[src/rtl/mem_port_arbiter.sv]
// Two-requester round-robin arbiter in front of one PicoRV32-style native memory port.
// Optional busy watchdog enabled by the ARB_TIMEOUT_EN macro.
module mem_port_arbiter #(
    parameter int ADDR_WIDTH     = 32,
    parameter int DATA_WIDTH     = 32,
    parameter int TIMEOUT_CYCLES = 1024
) (
    input  logic                    aclk,
    input  logic                    aresetn,
    input  logic                    s0_valid,
    input  logic                    s0_instr,
    input  logic [ADDR_WIDTH-1:0]   s0_addr,
    input  logic [DATA_WIDTH-1:0]   s0_wdata,
    input  logic [DATA_WIDTH/8-1:0] s0_wstrb,
    output logic                    s0_ready,
    output logic [DATA_WIDTH-1:0]   s0_rdata,
    input  logic                    s1_valid,
    input  logic                    s1_instr,
    input  logic [ADDR_WIDTH-1:0]   s1_addr,
    input  logic [DATA_WIDTH-1:0]   s1_wdata,
    input  logic [DATA_WIDTH/8-1:0] s1_wstrb,
    output logic                    s1_ready,
    output logic [DATA_WIDTH-1:0]   s1_rdata,
    output logic                    m_valid,
    output logic                    m_instr,
    output logic [ADDR_WIDTH-1:0]   m_addr,
    output logic [DATA_WIDTH-1:0]   m_wdata,
    output logic [DATA_WIDTH/8-1:0] m_wstrb,
    input  logic                    m_ready,
    input  logic [DATA_WIDTH-1:0]   m_rdata,
    output logic [1:0]              gnt,
    output logic                    timeout_err
);

    localparam int STRB_WIDTH = DATA_WIDTH / 8;

    typedef enum logic [1:0] {
        ST_IDLE    = 2'b00,
        ST_BUSY    = 2'b01,
        ST_RELEASE = 2'b10
    } state_t;

    state_t                  state_r, state_s;
    logic                    last_gnt_r, last_gnt_s;
    logic                    win_s;
    logic [1:0]              gnt_s;
    logic                    m_valid_s, m_instr_s;
    logic [ADDR_WIDTH-1:0]   m_addr_s;
    logic [DATA_WIDTH-1:0]   m_wdata_s;
    logic [STRB_WIDTH-1:0]   m_wstrb_s;
    logic                    cpl_s;
    logic [DATA_WIDTH-1:0]   cpl_data_s;
    logic                    s0_ready_s, s1_ready_s;
    logic [DATA_WIDTH-1:0]   s0_rdata_s, s1_rdata_s;

`ifdef ARB_TIMEOUT_EN
    localparam logic [15:0] TIMEOUT_LAST = 16'(TIMEOUT_CYCLES - 1);
    logic [15:0] cnt_r, cnt_s;
    logic        timeout_err_s;
`endif

    // Round-robin: on a tie the requester that did not win last time is served.
    function automatic logic pick_winner(input logic v0, input logic v1, input logic last);
        logic w;
        if (v0 && v1) begin
            w = ~last;
        end else begin
            w = v1;
        end
        return w;
    endfunction

    // Next-state and next-output logic of the arbitration FSM.
    always_comb begin
        state_s    = state_r;
        last_gnt_s = last_gnt_r;
        win_s      = 1'b0;
        gnt_s      = gnt;
        m_valid_s  = m_valid;
        m_instr_s  = m_instr;
        m_addr_s   = m_addr;
        m_wdata_s  = m_wdata;
        m_wstrb_s  = m_wstrb;
        cpl_s      = 1'b0;
        cpl_data_s = m_rdata;
`ifdef ARB_TIMEOUT_EN
        cnt_s         = cnt_r;
        timeout_err_s = timeout_err;
`endif
        case (state_r)
            ST_IDLE: begin
                if (s0_valid || s1_valid) begin
                    win_s      = pick_winner(s0_valid, s1_valid, last_gnt_r);
                    last_gnt_s = win_s;
                    gnt_s      = win_s ? 2'b10 : 2'b01;
                    m_valid_s  = 1'b1;
                    if (win_s) begin
                        m_instr_s = s1_instr;
                        m_addr_s  = s1_addr;
                        m_wdata_s = s1_wdata;
                        m_wstrb_s = s1_wstrb;
                    end else begin
                        m_instr_s = s0_instr;
                        m_addr_s  = s0_addr;
                        m_wdata_s = s0_wdata;
                        m_wstrb_s = s0_wstrb;
                    end
`ifdef ARB_TIMEOUT_EN
                    cnt_s = 16'd0;
`endif
                    state_s = ST_BUSY;
                end else begin
                    state_s = ST_IDLE;
                end
            end
            ST_BUSY: begin
                // A real completion takes priority over a watchdog expiry in the same cycle.
                if (m_ready) begin
                    cpl_s      = 1'b1;
                    cpl_data_s = m_rdata;
                    m_valid_s  = 1'b0;
                    state_s    = ST_RELEASE;
                end
`ifdef ARB_TIMEOUT_EN
                else if (cnt_r == TIMEOUT_LAST) begin
                    cpl_s         = 1'b1;
                    cpl_data_s    = DATA_WIDTH'(32'hDEADBEEF);
                    m_valid_s     = 1'b0;
                    timeout_err_s = 1'b1;
                    state_s       = ST_RELEASE;
                end else begin
                    cnt_s = cnt_r + 16'd1;
                end
`else
                else begin
                    state_s = ST_BUSY;
                end
`endif
            end
            ST_RELEASE: begin
                // Extra idle cycle keeps m_valid low long enough for the bridge to go idle.
                gnt_s   = 2'b00;
                state_s = ST_IDLE;
            end
            default: begin
                gnt_s     = 2'b00;
                m_valid_s = 1'b0;
                state_s   = ST_IDLE;
            end
        endcase
    end

    // Route a completion back to the current owner only.
    always_comb begin
        s0_ready_s = 1'b0;
        s1_ready_s = 1'b0;
        s0_rdata_s = s0_rdata;
        s1_rdata_s = s1_rdata;
        if (cpl_s && gnt[0]) begin
            s0_ready_s = 1'b1;
            s0_rdata_s = cpl_data_s;
        end else if (cpl_s && gnt[1]) begin
            s1_ready_s = 1'b1;
            s1_rdata_s = cpl_data_s;
        end else begin
            s0_ready_s = 1'b0;
            s1_ready_s = 1'b0;
        end
    end

    // State and output registers.
    always_ff @(posedge aclk or negedge aresetn) begin
        if (!aresetn) begin
            state_r    <= ST_IDLE;
            last_gnt_r <= 1'b1;
            gnt        <= 2'b00;
            m_valid    <= 1'b0;
            m_instr    <= 1'b0;
            m_addr     <= {ADDR_WIDTH{1'b0}};
            m_wdata    <= {DATA_WIDTH{1'b0}};
            m_wstrb    <= {STRB_WIDTH{1'b0}};
            s0_ready   <= 1'b0;
            s1_ready   <= 1'b0;
            s0_rdata   <= {DATA_WIDTH{1'b0}};
            s1_rdata   <= {DATA_WIDTH{1'b0}};
        end else begin
            state_r    <= state_s;
            last_gnt_r <= last_gnt_s;
            gnt        <= gnt_s;
            m_valid    <= m_valid_s;
            m_instr    <= m_instr_s;
            m_addr     <= m_addr_s;
            m_wdata    <= m_wdata_s;
            m_wstrb    <= m_wstrb_s;
            s0_ready   <= s0_ready_s;
            s1_ready   <= s1_ready_s;
            s0_rdata   <= s0_rdata_s;
            s1_rdata   <= s1_rdata_s;
        end
    end

`ifdef ARB_TIMEOUT_EN
    // Watchdog counter and sticky error flag.
    always_ff @(posedge aclk or negedge aresetn) begin
        if (!aresetn) begin
            cnt_r       <= 16'd0;
            timeout_err <= 1'b0;
        end else begin
            cnt_r       <= cnt_s;
            timeout_err <= timeout_err_s;
        end
    end
`else
    assign timeout_err = 1'b0;
`endif

endmodule

[config.mk]
export PLATFORM = sky130hd
export DESIGN_NAME = mem_port_arbiter
export DESIGN_NICKNAME = d
export VERILOG_FILES = /design/src/rtl/mem_port_arbiter.sv
export SDC_FILE = /design/constraint.sdc
export NUM_CORES = 1
export LEC_CHECK = 0
export BUFFER_PORTS_ARGS = -buffer_cell sky130_fd_sc_hd__buf_2
export CAP_MARGIN = 20
export CORE_AREA = 4 4 121 123
export CTS_CLUSTER_SIZE = 28
export DETAILED_ROUTE_END_ITERATION = 10
export DIE_AREA = 0 0 125 127
export PLACE_DENSITY = 0.76
export SLEW_MARGIN = 20
export SYNTH_ARGS = -nofsm -noshare
export SYNTH_HDL_FRONTEND = slang
export SYNTH_SLANG_ARGS = --single-unit
export TNS_END_PERCENT = 5
[constraint.sdc]
create_clock -name aclk -period 2.3 [get_ports aclk]
set_clock_uncertainty 0.2 [all_clocks]
set_input_delay 0.115 -clock aclk [delete_from_list [all_inputs] [get_ports aclk]]
set_output_delay 0.115 -clock aclk [all_outputs]
set_load 0.05 [all_outputs]
Yosys cells after proc, flatten, opt, wreduce, memory -nomap -nowiden
Index checks and enable logic that the tools add are counted.
- add/sub/neg operators: 0
- $mul: 0
- divide/modulo/power cells: 0
- order comparisons: 0
- equality and inequality tests: 4
- shifts and indexed selects: 0
- multiplexer cells: 21
- bitwise operators: 4
- reductions and logical operators: 9
- operators with widths (operator ; number):
    $mux 32 ; 2
    $mux 1 ; 12
    $pmux 2 s2 ; 2
    $mux 2 ; 3
    $reduce_and 2->1 ; 3
    $mux 4 ; 1
    $ne 2x2->1 const B ; 2
    $not 1->1 ; 4
    $logic_and 1x1->1 ; 3
    $pmux 1 s3 ; 1
    $reduce_and 3->1 ; 1
    $eq 2x1->1 const B ; 1
    $eq 2x2->1 const B ; 1
    $logic_not 2->1 ; 1
    $logic_or 1x1->1 ; 1
- flip-flop bits (word level): 141
- bits in latches: 0
- memory bits (writable): 0
- memory bits (read-only): 0
- input bits: 175
- logic and storage cells: 50
- memories: 0

Logic depth before layout (Yosys ltp)
Gate-level depths: netlist of run 1.
- depth after elaboration: 7
- mapped depth: 6
- mapped depth without buffers: 3

Worst setup path before layout of run 1
OpenSTA, ideal clock, no wires.
- path type: reg2reg
- start: register gnt[0]
- end: register s1_rdata[10]
- arrival time: 1481 ps
- required time: 1972 ps
- slack: 492 ps
- cell stages (with the launch flop): 5
- period minus slack after synthesis: 1808 ps
- cell sequence: dfrtp_1 -> and3b_1 -> buf_2 -> buf_4 -> mux2_1
- longest elaborated chain between the ends: 3
- ends and longest elaborated chain (item ; line ; text):
    start, declared ; 31 ; output logic [1:0] gnt,
    start signal, assigned ; 189 ; gnt <= gnt_s;
    $logic_and 1x1->1 ; 159 ; if (cpl_s && gnt[0]) begin
    $not 1->1 (no line) ; n/a ;
    $reduce_and 2->1 (no line) ; n/a ;
    end signal, assigned ; 185 ; s1_rdata <= {DATA_WIDTH{1'b0}};
    end signal, assigned ; 198 ; s1_rdata <= s1_rdata_s;
    end, declared ; 23 ; output logic [DATA_WIDTH-1:0] s1_rdata,
Every way passes these cells.
A chain may end at the register's enable or synchronous reset.

Worst setup path in the final report of run 1
- start: input port s1_valid
- end: register m_wdata[29]
- longest elaborated chain between the ends: 5
- ends and longest elaborated chain (item ; line ; text):
    start, declared ; 17 ; input logic s1_valid,
    $logic_and 1x1->1 ; 65 ; if (v0 && v1) begin
    $mux 1 ; 65 ;
    $mux 1 ; 92 ; if (s0_valid || s1_valid) begin
    $mux 1 ; 90 ; case (state_r)
    $mux 32 ; 97 ; if (win_s) begin
    end signal, assigned ; 180 ; m_wdata <= {DATA_WIDTH{1'b0}};
    end signal, assigned ; 193 ; m_wdata <= m_wdata_s;
    end, declared ; 27 ; output logic [DATA_WIDTH-1:0] m_wdata,
Several ways; a longest one is shown, not always the timed one. The select of a mux whose other input is x is not followed.

==> results of run 1 <==
==> per-layer routing <==
metal | vias to the layer above | track usage
met5 | - | 0
met4 | 0 | 0.165
met3 | 92 | 0.0832
met2 | 334 | 0.426
met1 | 2750 | 0.297
li1 | 2518 | -
==> cells in the final DEF (no fill, tap or decap), types with 2 or more instances in the layout <==
cell	n
sky130_fd_sc_hd__clkinv_4	3
sky130_fd_sc_hd__and3_1	69
sky130_fd_sc_hd__inv_1	3
sky130_fd_sc_hd__clkbuf_16	17
sky130_fd_sc_hd__and3b_1	2
sky130_fd_sc_hd__nand2b_1	2
sky130_fd_sc_hd__diode_2	4
sky130_fd_sc_hd__o21ai_0	3
sky130_fd_sc_hd__dlygate4sd3_1	174
sky130_fd_sc_hd__bufinv_16	4
sky130_fd_sc_hd__a221o_1	69
sky130_fd_sc_hd__buf_2	311
sky130_fd_sc_hd__mux2_2	35
sky130_fd_sc_hd__a21oi_1	3
sky130_fd_sc_hd__clkbuf_1	2
sky130_fd_sc_hd__dfrtp_1	140
sky130_fd_sc_hd__nand2_1	3
sky130_fd_sc_hd__clkinvlp_4	2
sky130_fd_sc_hd__buf_4	3
sky130_fd_sc_hd__inv_6	2
sky130_fd_sc_hd__mux2_1	29
sky130_fd_sc_hd__buf_12	6
==> worst paths after layout <==
kind                         startpoint      endpoint  slack (ps)  cells after the start
max                            s1_valid   m_wdata[29]         290                      7
max in group asynchronous       aresetn   m_wdata[18]        1440                      3
min in group aclk          s0_wdata[17]   m_wdata[17]         270                      3
max reg2reg                  state_r[0]  s1_rdata[10]         300                      4
min reg2reg                s1_rdata[17]  s1_rdata[17]         280                      1
min                             aresetn  s0_rdata[22]          60                      3
==> state kept, by name, indices dropped and copies added (netlist names) <==
register / cells
m_wstrb: 4
s0_rdata: 32
s1_ready: 1
m_addr: 32
state_r: 2
last_gnt_r: 1
m_instr: 1
m_valid: 1
gnt: 2
m_wdata: 32
s1_rdata: 32
s0_ready: 1
==> through the flow <==
step | power (uW) | hold WS, ps
2_1_floorplan | 10400 | -381
4_1_cts | 15800 | 55.8
5_1_grt | 16500 | 66.0
6_report | 15800 | 61.5
3_3_place_gp | 12300 | -86.1
3_5_place_dp | 12600 | -73.1
==> cells in the mapped netlist <==
master / count
sky130_fd_sc_hd__dfrtp_1: 140
sky130_fd_sc_hd__a221o_1: 69
sky130_fd_sc_hd__and3_1: 69
sky130_fd_sc_hd__mux2_2: 35
sky130_fd_sc_hd__mux2_1: 29
sky130_fd_sc_hd__clkbuf_1: 21
sky130_fd_sc_hd__buf_2: 12
sky130_fd_sc_hd__buf_4: 4
sky130_fd_sc_hd__a21oi_1: 3
sky130_fd_sc_hd__inv_1: 3
sky130_fd_sc_hd__nand2_1: 3
sky130_fd_sc_hd__o21ai_0: 3
sky130_fd_sc_hd__and3b_1: 2
sky130_fd_sc_hd__nand2b_1: 2
sky130_fd_sc_hd__a2111oi_2: 1
sky130_fd_sc_hd__a21boi_1: 1
sky130_fd_sc_hd__a22oi_1: 1
sky130_fd_sc_hd__conb_1: 1
sky130_fd_sc_hd__dfstp_2: 1
sky130_fd_sc_hd__nor2_2: 1
sky130_fd_sc_hd__nor2b_1: 1
sky130_fd_sc_hd__o21ai_1: 1
sky130_fd_sc_hd__o21bai_1: 1
==> cell families (layout without fill, tap and decap cells) <==
family,after synthesis,in the layout
AOI/OAI and AO/OA,80,80
other,1,5
buffers and inverters,40,531
muxes,64,64
DFF,141,141
and+or+nand+nor,78,78
==> where the power goes <==
group          total [uW]  internal (uW)  leakage (uW)  switching, uW
combinational        8420           2400       0.00309           6020
sequential           4430           3700       0.00172            732
clock                2910           1850      0.000301           1060
==> final cells by class <==
| class | count | area [um2] |
|---|---|---|
| clock buffer | 20 | 447 |
| timing repair buffer | 496 | 3480 |
| fill | 844 | 3770 |
| multi-input combinational | 223 | 2010 |
| clock inverter | 12 | 184 |
| inverter | 3 | 11.3 |
| sequential | 141 | 3530 |
| antenna | 4 | 10.0 |
| tap | 180 | 225 |
==> worst reg2reg max path: stages (launching register included) <==
cell and delay [ps]:
sky130_fd_sc_hd__dfrtp_1 580, sky130_fd_sc_hd__and3b_1 270, sky130_fd_sc_hd__and3b_1 220, sky130_fd_sc_hd__buf_12 230
sky130_fd_sc_hd__mux2_1 370
==> flow_summary.ini, run 1 <==
[run_status]
run_status = completed

[logic_synthesis]
synth_mux_area_frac = 0.127
post_synthesis_compound_gate_area_fraction = 0.134
number_of_instances_in_the_synthesized_netlist = 404
synth_simple_gate_area_frac = 0.0854
synth.distinct_cells = 23
synthesis.area_per_instance_um2 = 14.1
main_combinational_cell_family_by_area_after_synthesis = compound AO/OA/AOI/OAI gates
ys_seq_elements = 141
total_of_warnings_raised_by_yosys = 0
synth.top_cells.by_area = sky130_fd_sc_hd__dfrtp_1 (62%), sky130_fd_sc_hd__a221o_1 (12%), sky130_fd_sc_hd__and3_1 (7.6%)
syn-cell-area_um2 = 5680
synthDominantCellAreaShare = 0.616
yosys.area_share.adder = 0
synth_fp_nets = 579
yosys.area.top_type = sky130_fd_sc_hd__dfrtp_1
synth_xor_xnor_area_share = 0
synth_seq_area_share = 0.621

[clocking]
post_cts.repair.setup_buffers = 0
ctsHoldBuffers = 174
cts-buffers-inserted = 17
cts.sinks = 141
worst_setup_hold_path_clk_slew_ps = 60
root_buffer_master = sky130_fd_sc_hd__clkbuf_16
clk-insertion-delay-late_ps = 410
cts_tree = done
h-tree-depth = 4
clk_path_buf_depth = 2
post_cts.resized_instances = 0

[global_routing]
grt_pass1_vias = 6466
pin_count_of_the_biggest_net_entering_global_routing = 84
initial_antenna_violation_count = 4
track_usage = 0.260
grt_remaining_overflow = 0
grt_first_pass_wirelength_um = 33000

[sta]
setup-tns-final_ps = 0
max_clock_freq_ghz = 0.498
layout_worst_path_cycle_share = 0.874
fin_crit_ps = 2010
setup_repair_after_global_routing_missed_its_margin = no
max_slew.worst_pin.slew_ps = 1010
maxSlewViolCount = 0
final-hold-violation-count = 0
setup_viol = 0
timing.slew.headroom = 0.324
layout_setup_ws_ps = 290

[die]
die_width_um = 125
initial_utilization = 0.416
die-area_um2 = 15900
rows = 43
boundaryPins = 314
fp.coreArea_um2 = 13700
die_h_um = 127

[layout]
area.growth.synth_to_final_pct = 74.2
post_layout_nonfiller_instances = 1079
layout.core_utilization = 0.724
finalInstanceArea_um2 = 9900
layout-drive-gt1-share = 0.438
final_net_count = 1057

[placed_design]
port_buffers = 312
placedCellCount = 869
gp_routability_congestion = 0.846
place_worst_setup_slack_ps = 337
place_area_um2 = 7520
place.detailed.hpwl_um = 12100

[route]
drt-met1-wl_um = 7770
drt-initial-drc-count = 347
dr.max_layer_used = met4
detailroute.via_count = 5694
route.detailed.wl_per_inst_um = 19.0
first_pass_iters = 5
route.met2.wl_um = 9900
route.detailed.drc = 0
drt_wl_total_um = 20500
viasPerCell = 5.28
route.antenna.remaining_nets = 0
wire_length_on_met3_um = 1660

[setup_path]
cp.arrival_ps = 2150
highest_delay_cell_along_the_critical_path = sky130_fd_sc_hd__a21boi_4
critical_path.endpoint_type = flop
cpLargestDelayFamily = buffers and inverters
worst-path-max-fanout = 38
crit_required_ps = 2440
critical_path_cell_list = dlygate4sd3_1 > buf_2 > a21boi_4 > buf_16 > buf_4 > and3_1 > a221o_1
worstSetupStartpointType = input pin
crit_type = in -> reg
max_stage_delay_ps = 570
worstPathBufferInverterCount = 4

[min_path]
holdCritPathClass = in -> async

[run]
drv_cap = 0

[power]
power.density_cell_area_nw_per_um2 = 1590
leakage_uw = 0.00511
vdd_drop_max_mv = 0.755
Note: power is estimated with default switching activity, not from simulation.
==> inputs of run 2 (changes only) <==
- SETUP_SLACK_MARGIN: not set -> 0.4
==> run 2 against run 1 <==
  * Combinational power up 2%
  * Global-route usage up 0.36 points
  * Worst hold slack lost 4.6 ps
  * Flip-flop and latch count stayed put
  * Critical endpoint is now s1_rdata[20]
  * Largest cell class is now non-clock buffers
==> flow_summary.ini, run 2 (synthesis gave the netlist of run 1 again) <==
[clocking]
clk-insertion-delay-late_ps = 420
root_buffer_master = sky130_fd_sc_hd__clkbuf_16
worst_setup_hold_path_clk_slew_ps = 60
h-tree-depth = 4
cts-buffers-inserted = 17
cts.sinks = 141
clk_path_buf_depth = 2
cts_tree = done

[run]
drv_cap = 0

[route]
drt-initial-drc-count = 392
route.detailed.wl_per_inst_um = 20.1
detailroute.via_count = 5812
route.detailed.drc = 0
route.antenna.remaining_nets = 0
drt_wl_total_um = 21800
first_pass_iters = 5
viasPerCell = 5.35

[layout]
multi_input_area_um2 = 2040
mostFrequentLayoutCell = sky130_fd_sc_hd__buf_2
sequential_cell_area_um2 = 3530
most-common-layout-cells = sky130_fd_sc_hd__buf_2 (311), sky130_fd_sc_hd__dlygate4sd3_1 (173), sky130_fd_sc_hd__dfrtp_1 (138)
area.growth.synth_to_final_pct = 76.0
final_net_count = 1065
layout-drive-gt1-share = 0.449
n_fill_cell = 828
finalInstanceArea_um2 = 10000

[setup_path]
highest_delay_cell_along_the_critical_path = sky130_fd_sc_hd__dfrtp_2
critical_path.endpoint_type = flop
crit_type = reg -> reg
max_stage_delay_ps = 480
critical_path_cell_list = and3b_2 > and3b_2 > clkbuf_16 > mux2_1
crit_required_ps = 2390
worstSetupStartpointType = flop
cp.arrival_ps = 1990
worst_path_most_repeated_cell = sky130_fd_sc_hd__and3b_2
worst-path-max-fanout = 16

[die]
die_width_um = 125
die_h_um = 127
initial_utilization = 0.416
die-area_um2 = 15900
boundaryPins = 314
fp.coreArea_um2 = 13700
rows = 43

[sta]
fin_crit_ps = 1900
setup-tns-final_ps = 0
timing.slew.headroom = 0.412
layout_worst_path_cycle_share = 0.825
maxSlewViolCount = 0
max_slew.worst_pin.slew_ps = 883
setup_viol = 0
fin_hold_ws_ps = 56.9
max_clock_freq_ghz = 0.527
setup_repair_after_global_routing_missed_its_margin = yes
final-hold-violation-count = 0

[power]
power.density_cell_area_nw_per_um2 = 1600
vdd_drop_max_mv = 0.742
power_after_layout_uw = 16000
leakage_uw = 0.00516

[global_routing]
grt_pass1_vias = 6486
grt_util_met3 = 0.0853
initial_antenna_violation_count = 3
grt_first_pass_wirelength_um = 33300
track_usage = 0.264
grt.busiest_layer = met2
groute.layer.met1.usage = 0.303
pin_count_of_the_biggest_net_entering_global_routing = 84
use_met2 = 0.433
grt_remaining_overflow = 0

[placed_design]
place_area_um2 = 7520
port_buffers = 312
place.detailed.hpwl_um = 12100
gp_routability_congestion = 0.846

[min_path]
holdCritPathClass = in -> async

[run_status]
run_status = completed
==> run 2: routing by layer <==
metal | wire, um | share of wire | up-vias
met3 | 1870 | 0.086 | 86
met1 | 8150 | 0.37 | 2818
met4 | 1080 | 0.050 | 0
met5 | 0 | 0 | -
li1 | - | - | 2536
met2 | 10700 | 0.49 | 372
==> run 2: worst max-delay path: cells and delay by family (launching register included) <==
kind | cells | cell delay, ps
buf+inv | 1 | 210
mux | 1 | 350
flops | 1 | 480
simple gates | 2 | 540
==> run 2: final cells by class <==
| cell class | count | share of cell area |
|---|---|---|
| multi-input combinational | 225 | 0.204 |
| clock buffer | 20 | 0.0447 |
| timing repair buffer | 502 | 0.356 |
| inverter | 3 | 0.00113 |
| clock inverter | 12 | 0.0184 |
| antenna | 3 | 0.000750 |
| sequential | 141 | 0.353 |
| tap | 180 | 0.0225 |
==> run 2: path summary, 6_finish.rpt <==
kind | startpoint | to | slack (ps) | cells past startpoint
max | state_r[1] | s1_rdata[20] | 400 | 4
min | aresetn | s1_rdata[22] | 60 | 3
max reg2reg | state_r[1] | s1_rdata[20] | 400 | 4
min reg2reg | s1_rdata[17] | s1_rdata[17] | 280 | 1
max in group asynchronous | aresetn | s0_rdata[4] | 1450 | 3
min in group aclk | s0_valid | gnt[0] | 60 | 4
==> run 2: timing repair <==
item / 4_1_cts / 5_1_grt
resized for setup: 2 / 6
endpoints found under the hold margin: 278 / 0
gates cloned: 1 / 4
buffers inserted: 0 / 4
pin swaps: 0 / 3
hold buffers: 173 / 0
setup endpoints to repair: 72 / 101
==> run 2: stage by stage <==
stage / util / instances / worst slack [ps]
3_3_place_gp: 0.548 / 868 / 180
3_5_place_dp: 0.550 / 869 / 337
4_1_cts: 0.724 / 1075 / 388
2_1_floorplan: - / 404 / 492
5_1_grt: 0.732 / 1086 / 330
6_report: 0.732 / 1086 / 402
==> run 2: where the power goes <==
part / internal (uW) / leakage (uW) / switching [uW] / total [uW]
combinational: 2480 / 0.00313 / 6120 / 8600
sequential: 3710 / 0.00172 / 751 / 4460
clock: 1850 / 0.000301 / 1080 / 2930
total: 8040 / 0.00516 / 7950 / 16000
